**src/rtl/ps2_mouse_packet_decoder.sv**
```systemverilog
// PS/2 mouse stream decoder: assembles 3-byte packets from the receive path, decodes
// buttons, signed deltas and overflow flags, and tracks a clamped absolute cursor.
module ps2_mouse_packet_decoder #(
    parameter int TIMEOUT_CYCLES = 50000,
    parameter int POS_W          = 10,
    parameter int X_MAX          = 639,
    parameter int Y_MAX          = 479
) (
    input  logic             CLK,
    input  logic             RST,
    input  logic [7:0]       rx_byte,
    input  logic             rx_done,
    output logic             pkt_valid,
    output logic [2:0]       btn,
    output logic [8:0]       dx,
    output logic [8:0]       dy,
    output logic             x_ovf,
    output logic             y_ovf,
    output logic [POS_W-1:0] pos_x,
    output logic [POS_W-1:0] pos_y,
    output logic             sync_err
);

    typedef enum logic [1:0] {WAIT_B0, WAIT_B1, WAIT_B2} state_t;

    localparam int TW = $clog2(TIMEOUT_CYCLES + 1);
    localparam int SW = POS_W + 2;
    localparam logic [TW-1:0]        TIMER_LAST = TW'(TIMEOUT_CYCLES - 1);
    localparam logic signed [SW-1:0] X_LIM      = SW'(X_MAX);
    localparam logic signed [SW-1:0] Y_LIM      = SW'(Y_MAX);

    state_t          state_reg, state_next;
    logic [TW-1:0]   timer_reg, timer_next;
    // Header byte minus the always-one sync bit: {y_ovf, x_ovf, y_sign, x_sign, btn[2:0]}
    logic [6:0]      hdr_reg;
    logic [7:0]      byte1_reg;
    logic            latch_b0, latch_b1, commit, sync_next;

    logic [8:0]          pkt_dx, pkt_dy;
    logic signed [SW-1:0] sum_x, diff_y;
    logic [POS_W-1:0]    pos_x_next, pos_y_next;

    always_comb begin
        state_next = state_reg;
        timer_next = timer_reg;
        latch_b0   = 1'b0;
        latch_b1   = 1'b0;
        commit     = 1'b0;
        sync_next  = 1'b0;
        case (state_reg)
            WAIT_B0: begin
                timer_next = '0;
                if (rx_done) begin
                    if (rx_byte[3]) begin
                        latch_b0   = 1'b1;
                        state_next = WAIT_B1;
                    end else begin
                        sync_next = 1'b1;
                    end
                end
            end
            WAIT_B1, WAIT_B2: begin
                // A byte arriving in the expiry cycle takes priority over the timeout.
                if (rx_done) begin
                    timer_next = '0;
                    if (state_reg == WAIT_B1) begin
                        latch_b1   = 1'b1;
                        state_next = WAIT_B2;
                    end else begin
                        commit     = 1'b1;
                        state_next = WAIT_B0;
                    end
                end else if (timer_reg == TIMER_LAST) begin
                    timer_next = '0;
                    state_next = WAIT_B0;
                    sync_next  = 1'b1;
                end else begin
                    timer_next = timer_reg + 1'b1;
                end
            end
            default: begin
                state_next = WAIT_B0;
                timer_next = '0;
            end
        endcase
    end

    assign pkt_dx = {hdr_reg[3], byte1_reg};
    assign pkt_dy = {hdr_reg[4], rx_byte};
    assign sum_x  = $signed({2'b00, pos_x}) + $signed({{(SW-9){pkt_dx[8]}}, pkt_dx});
    // Screen Y grows downward while mouse +Y is up, hence the subtraction.
    assign diff_y = $signed({2'b00, pos_y}) - $signed({{(SW-9){pkt_dy[8]}}, pkt_dy});

    always_comb begin
        pos_x_next = pos_x;
        pos_y_next = pos_y;
        if (!hdr_reg[5]) begin
            if (sum_x < 0)
                pos_x_next = '0;
            else if (sum_x > X_LIM)
                pos_x_next = POS_W'(X_MAX);
            else
                pos_x_next = sum_x[POS_W-1:0];
        end
        if (!hdr_reg[6]) begin
            if (diff_y < 0)
                pos_y_next = '0;
            else if (diff_y > Y_LIM)
                pos_y_next = POS_W'(Y_MAX);
            else
                pos_y_next = diff_y[POS_W-1:0];
        end
    end

    always_ff @(posedge CLK) begin
        if (!RST) begin
            state_reg <= WAIT_B0;
            timer_reg <= '0;
            hdr_reg   <= '0;
            byte1_reg <= '0;
            pkt_valid <= 1'b0;
            sync_err  <= 1'b0;
            btn       <= '0;
            dx        <= '0;
            dy        <= '0;
            x_ovf     <= 1'b0;
            y_ovf     <= 1'b0;
            pos_x     <= POS_W'(X_MAX >> 1);
            pos_y     <= POS_W'(Y_MAX >> 1);
        end else begin
            state_reg <= state_next;
            timer_reg <= timer_next;
            pkt_valid <= commit;
            sync_err  <= sync_next;
            if (latch_b0)
                hdr_reg <= {rx_byte[7:4], rx_byte[2:0]};
            if (latch_b1)
                byte1_reg <= rx_byte;
            if (commit) begin
                btn   <= hdr_reg[2:0];
                dx    <= pkt_dx;
                dy    <= pkt_dy;
                x_ovf <= hdr_reg[5];
                y_ovf <= hdr_reg[6];
                pos_x <= pos_x_next;
                pos_y <= pos_y_next;
            end
        end
    end

endmodule
```
**config.mk**
```make
export PLATFORM = sky130hd
export DESIGN_NAME = ps2_mouse_packet_decoder
export DESIGN_NICKNAME = d
export VERILOG_FILES = /design/src/rtl/ps2_mouse_packet_decoder.sv
export SDC_FILE = /design/constraint.sdc
export NUM_CORES = 1
export LEC_CHECK = 0
export CORE_UTILIZATION = 34
export DETAILED_ROUTE_END_ITERATION = 10
export PLACE_DENSITY = 0.53
export SYNTH_ARGS = -nofsm -noshare
export SYNTH_HDL_FRONTEND = slang
export SYNTH_SLANG_ARGS = --single-unit
```
**constraint.sdc**
```tcl
create_clock -name CLK -period 6.85 [get_ports CLK]
set_input_delay 1.0275 -clock CLK [delete_from_list [all_inputs] [get_ports CLK]]
set_output_delay 1.0275 -clock CLK [all_outputs]
set_load 0.02 [all_outputs]
```
# Word-level counts from Yosys, hierarchy flattened
# Cells that the tools add are included.
word_totals:
  output_inout_bits: 45
  latchBits: 0
  ram_bits: 0
  reg_bits: 78
  word_cells: 60
  n_memories: 0
  romBits: 0
op_classes:
  n_mux: 24
  mul: 0
  eq_ne: 6
  n_div: 0
  bitwise_logic: 4
  n_addsub: 3
  shift: 0
  n_lt_le_gt_ge: 4
  n_reduce_logical: 6
op_table:
  columns: ["cell", "count"]
  rows:
  - ["$mux 10", 4]
  - ["$lt 12x1->1 const B", 2]
  - ["$add 16x1->16 const B", 1]
  - ["$eq 16x16->1 const B", 1]
  - ["$mux 1", 13]
  - ["$add 11x9->12", 1]
  - ["$gt 12x10->1 const B", 1]
  - ["$gt 12x11->1 const B", 1]
  - ["$sub 11x9->12", 1]
  - ["$mux 2", 5]
  - ["$ne 2x2->1 const B", 2]
  - ["$not 1->1", 4]
  - ["$pmux 2 s2", 1]
  - ["$reduce_and 2->1", 2]
  - ["$reduce_or 4->1", 1]
  - ["$ne 3x3->1 const B", 1]
  - ["$reduce_and 3->1", 1]
  - ["$eq 2x1->1 const B", 1]
  - ["$eq 2x2->1 const B", 1]
  - ["$logic_not 2->1", 1]
  - ["$pmux 1 s2", 1]
  - ["$reduce_or 2->1", 1]

# Longest topological paths before layout
logic_depth:
  depth_word: 5
  ltp_mapped: 11

# Worst setup path after synthesis
# OpenSTA, ideal clock, no wires.
synth_path:
  path_kind: "input to register"
  startpoint: "input port rx_byte[0]"
  endpoint: "register pos_y[5]"
  path_slack_ps: 3657
  cell_stages: 10
  setup_ps: 122
  t_arrival_ps: 3071
  n_path_buf: 0
  cell_sequence: "ha_1 inv_1 fa_1 a211oi_2 o31ai_4 a211o_1 a21boi_0 and4bb_2 a211oi_1 a221o_1"
synth_via:
  elab_chain_cells: 4
  word_cells_on_any_way: 5
  cone_classes: "1 x add/sub; 2 x order compare; 2 x mux"
synth_rtl:
  columns: ["element", "line", "text"]
  rows:
  - ["start, declared", "11", "input logic [7:0] rx_byte,"]
  - ["$sub 11x9->12 *", "92", "assign diff_y = $signed({2'b00, pos_y}) - $signed({{(SW-9){pkt_dy[8]}}, pkt_dy});"]
  - ["$gt 12x10->1", "108", "else if (diff_y > Y_LIM)"]
  - ["$mux 10", "108", null]
  - ["$mux 10 *", "106", "if (diff_y < 0)"]
  - ["end signal, assigned", "129", "pos_y <= POS_W'(Y_MAX >> 1);"]
  - ["end signal, assigned", "146", "pos_y <= pos_y_next;"]
  - ["end, declared", "20", "output logic [POS_W-1:0] pos_y,"]
# Every way passes the cells marked *; elsewhere a longest branch is shown, timed or not.
# A chain may end at the register's enable or synchronous reset.

# Worst setup path in the final report
layout_path:
  startpoint: "input port rx_byte[0]"
  endpoint: "register pos_y[1]"
# Same word-level chain as after synthesis.

==> results summary <==
The run finished with clean final reports. The biggest area contributor in the post-synthesis netlist is dfxtp_1. Among all stages on the critical path, the largest delay is contributed by clkdlybuf4s50_1.

The max-slew violation total from the final report is 0. The total of hold buffers inserted after clock tree synthesis is 0. In this run the count of I/O pins placed on the die edge is 56. Sorting the synthesized cells by area gives the leading types as dfxtp_1 (38%), ha_1 (7.8%), nand2_1 (7.3%).

The number of distinct library cells after synthesis came out at 62. The depth of the worst register-to-register path is 9. The count of antenna diodes in the layout came out at 0. The vertical extent of the die is 113 um. STA puts the critical path data required time at 7050 ps.

The number of antenna violations at the first check in global routing came to 0. Traced cell by cell, the critical path runs through clkdlybuf4s50_1, ha_1, inv_1, fa_1, a211oi_2, o31ai_4, o221ai_1, a21boi_0, and4bb_2, nor4bb_1, a31oi_1. The static leakage power is 1.95 nW.

The max-cap violation count is 0. The count of buffer and inverter cells on the critical path is 2. Counting flops with an async set or reset pin after synthesis yields a share of 0%. Adding up every negative setup slack in the final design gives 0 ps. The full die area came out at 0.0127 mm^2.

The post-detailed-route count of antenna-violating nets came out at 0. The via count of the first global-routing pass is 3487. The post-detailed-route DRC marker count is 0. The area taken by flip-flops and latches came out at 0.00156 mm^2. At the pin with the least slew margin, the transition time is 707 ps.

The average wire per standard cell is 15.0 um. The cell area that synthesis handed to floorplanning was 0.00416 mm^2. The worst register-to-register path begins at hdr_reg[4]$_SDFFE_PN0P_. The largest single stage delay on the critical path is 560 ps.

The endpoint identified for the worst register-to-register timing path is pos_y[1]$_SDFFE_PN1P_. The net count after synthesis is 549. The wire length reported by the detailed router is 10700 um. The data arrival time of the critical path is 3820 ps. During synthesis, Yosys emitted a total of 0 warnings. The post-synthesis sequential area ratio is 37.5%. The final weighted congestion in routability-driven placement is 0.882. The worst hold path begins at dx[8]$_SDFFE_PN0P_. The share of post-route cells with drive strength above 1 came out at 5.66%. The detailed placer's ending HPWL came out at 7940 um. The type of the worst setup path is in2reg.

The floorplan step defined a core boundary enclosing 0.0120 mm^2. Static timing analysis puts the maximum clock frequency at 276 MHz. The worst vdd rail ir drop is 0.0878 mV. The area added between synthesis and finish came out at 24.0%. The maximum number of pins on one net before global-route repair came out at 48. For this configuration, the core starts out at a cell density of 34.8%. The register-to-register setup slack came out at 3860 ps. The count of flip-flops with a built-in enable after synthesis came out at 0. The number of buffer cells added on primary ports is 55. In this run, CTS created clock tree buffers numbering 9. The path with the worst hold slack has its endpoint at dx[8]$_SDFFE_PN0P_. The worst setup slack after placement is 2850 ps.

The number of flip-flops in the largest register is 16. The final net count is 599. The gate family responsible for the most delay along the worst path is compound AO/OA/AOI/OAI gates. The mean number of vias per cell is 5.24. After synthesis, the largest area contributor takes up 37.5% of total cell area. The maximum level of the CTS H-tree came out at 3. The minimum period implied by the final worst setup slack came out at 3620 ps. The power per cell area is 227 mW/mm^2. The mean post-synth cell area is 8.15 um^2. Setup violations remaining at the end of the flow were counted as 0. The floorplan has 40 rows. The clock input transition at the sequential cells of the worst setup and hold paths is 60 ps.

The hold-critical path depth is 2. The final standard cell utilization of the core came out at 43.1%. Once the clock tree was built, the resizer swapped 0 gates to a different size. The number of endpoints with negative hold slack in the final report came out at 0. The first routing iteration left 152 violations.

The post-layout worst setup margin came out at 3230 ps. The commonest cells after synthesis are nand2_1 (81), dfxtp_1 (78), a21oi_1 (55). The aggregate global-route resource usage came out at 17.8%.

Among all flip-flop cells after synthesis, the most frequent one is dfxtp_1. The worst setup path is launched from an input pin. Across the routed clock network, the largest skew measured is 3.99 ps. For this run the aggregate overflow at the end of global routing stands at 0. The global-route wire length before repair came out at 17700 um. Clock latency on the worst-skew pair, taken at its later pin, is 340 ps. The kind of capture point of the worst setup path is a flop. The overall power of the completed layout came out at 1.17 mW.

The min-delay analysis places its worst path in the category reg2reg. The worst pin sits at a relative slew slack of 52.4%. The number of iterations in the first detailed-routing pass came out at 4.

In this run the deepest clock path goes through 2 buffers. The clock root buffer master is clkbuf_16. The most used standard cell by instance count after synthesis is nand2_1.

Setup repair after global routing left no endpoint under its margin. The total of fill cells in the finished design is 1206. The synthesized design contains 78 register bits.

Buffers added to address setup during post-CTS repair amount to 0. The post-route worst hold slack is 451 ps. The via count of the routed design is 3729. The final period utilization came out at 52.9%. The count of mapped cells out of synthesis came out at 510.

Of all nets on the critical path, the largest fanout is 4. The number of sinks handled by clock tree synthesis came out at 78. The width of the die is 113 um.

TritonCTS built the clock tree. The combined area of the multi-input logic cells is 0.00241 mm^2.
==> per-layer routing <==
layer / global-route usage [%] / part of all wire [%]
met5: 0 / 0
met4: 5.87 / 1.3
met3: 4.75 / 5.0
met2: 27.2 / 44
met1: 24.1 / 50
==> worst register-to-register path: stages (launching register included) <==
cell and delay (ps):
dfxtp_1 450, clkinv_1 350, ha_1 490, nand2_1 100, nand2_1 60, a31o_4 220, o211a_1 240, o31ai_1 640
and3_1 260, a31oi_1 40
==> how the worst max path moves through the flow <==
stage,endpoint,cells after the start,from
6_report,pos_y[1]$_SDFFE_PN1P_,11,rx_byte[0]
3_3_place_gp,pos_y[5]$_SDFFE_PN1P_,11,rx_byte[0]
2_1_floorplan,pos_y[5]$_SDFFE_PN1P_,10,rx_byte[0]
3_5_place_dp,pos_y[3]$_SDFFE_PN1P_,11,rx_byte[0]
4_1_cts,pos_y[3]$_SDFFE_PN1P_,11,rx_byte[0]
5_1_grt,pos_y[1]$_SDFFE_PN1P_,11,rx_byte[0]
==> cells in the final DEF (no fill, tap or decap), drive strengths merged, types with 3 or more instances in the layout <==
| master | instances |
|---|---|
| nor3 | 9 |
| o31ai | 6 |
| ha | 26 |
| a211oi | 8 |
| inv | 30 |
| a31oi | 9 |
| nand3 | 20 |
| clkinv | 4 |
| a21boi | 3 |
| dfxtp | 78 |
| a21oi | 56 |
| nand2b | 3 |
| a21o | 7 |
| xnor2 | 15 |
| xor2 | 12 |
| o21a | 3 |
| and3 | 8 |
| nand4 | 4 |
| or2 | 3 |
| nand2 | 81 |
| nor2 | 45 |
| or3 | 6 |
| o2111ai | 3 |
| o21ai | 18 |
| clkdlybuf4s50 | 55 |
| clkbuf | 11 |
==> report_power, final <==
part | total (mW) | switching (mW) | leakage (nW) | internal [mW]
combinational | 0.182 | 0.109 | 1.16 | 0.0739
clock | 0.513 | 0.192 | 0.154 | 0.321
sequential | 0.476 | 0.0107 | 0.631 | 0.465
==> per-stage QoR <==
step | std cells | cell area (um^2)
6_report | 712 | 5160
5_1_grt | 712 | 5160
4_1_cts | 712 | 5160
3_5_place_dp | 696 | 4840
3_3_place_gp | 696 | 4840
2_1_floorplan | 510 | 4160
==> cells by family after synthesis <==
kind of cell    after synthesis  share of synthesized area (%)
xor+xnor                     27                           5.69
mux                           2                          0.481
simple gates                193                           21.4
buf+inv                      49                           4.42
flops                        78                           37.5
compound gates              133                           21.6
fa+ha+maj                    28                           8.78
==> cell type report <==
cell class | count | area share [%]
multi-input combinational | 383 | 46.8
sequential | 78 | 30.3
timing repair buffer | 57 | 11.0
clock buffer | 11 | 4.51
tap | 147 | 3.57
inverter | 31 | 2.26
clock inverter | 5 | 1.60
Note: power is estimated with default switching activity, not from simulation.
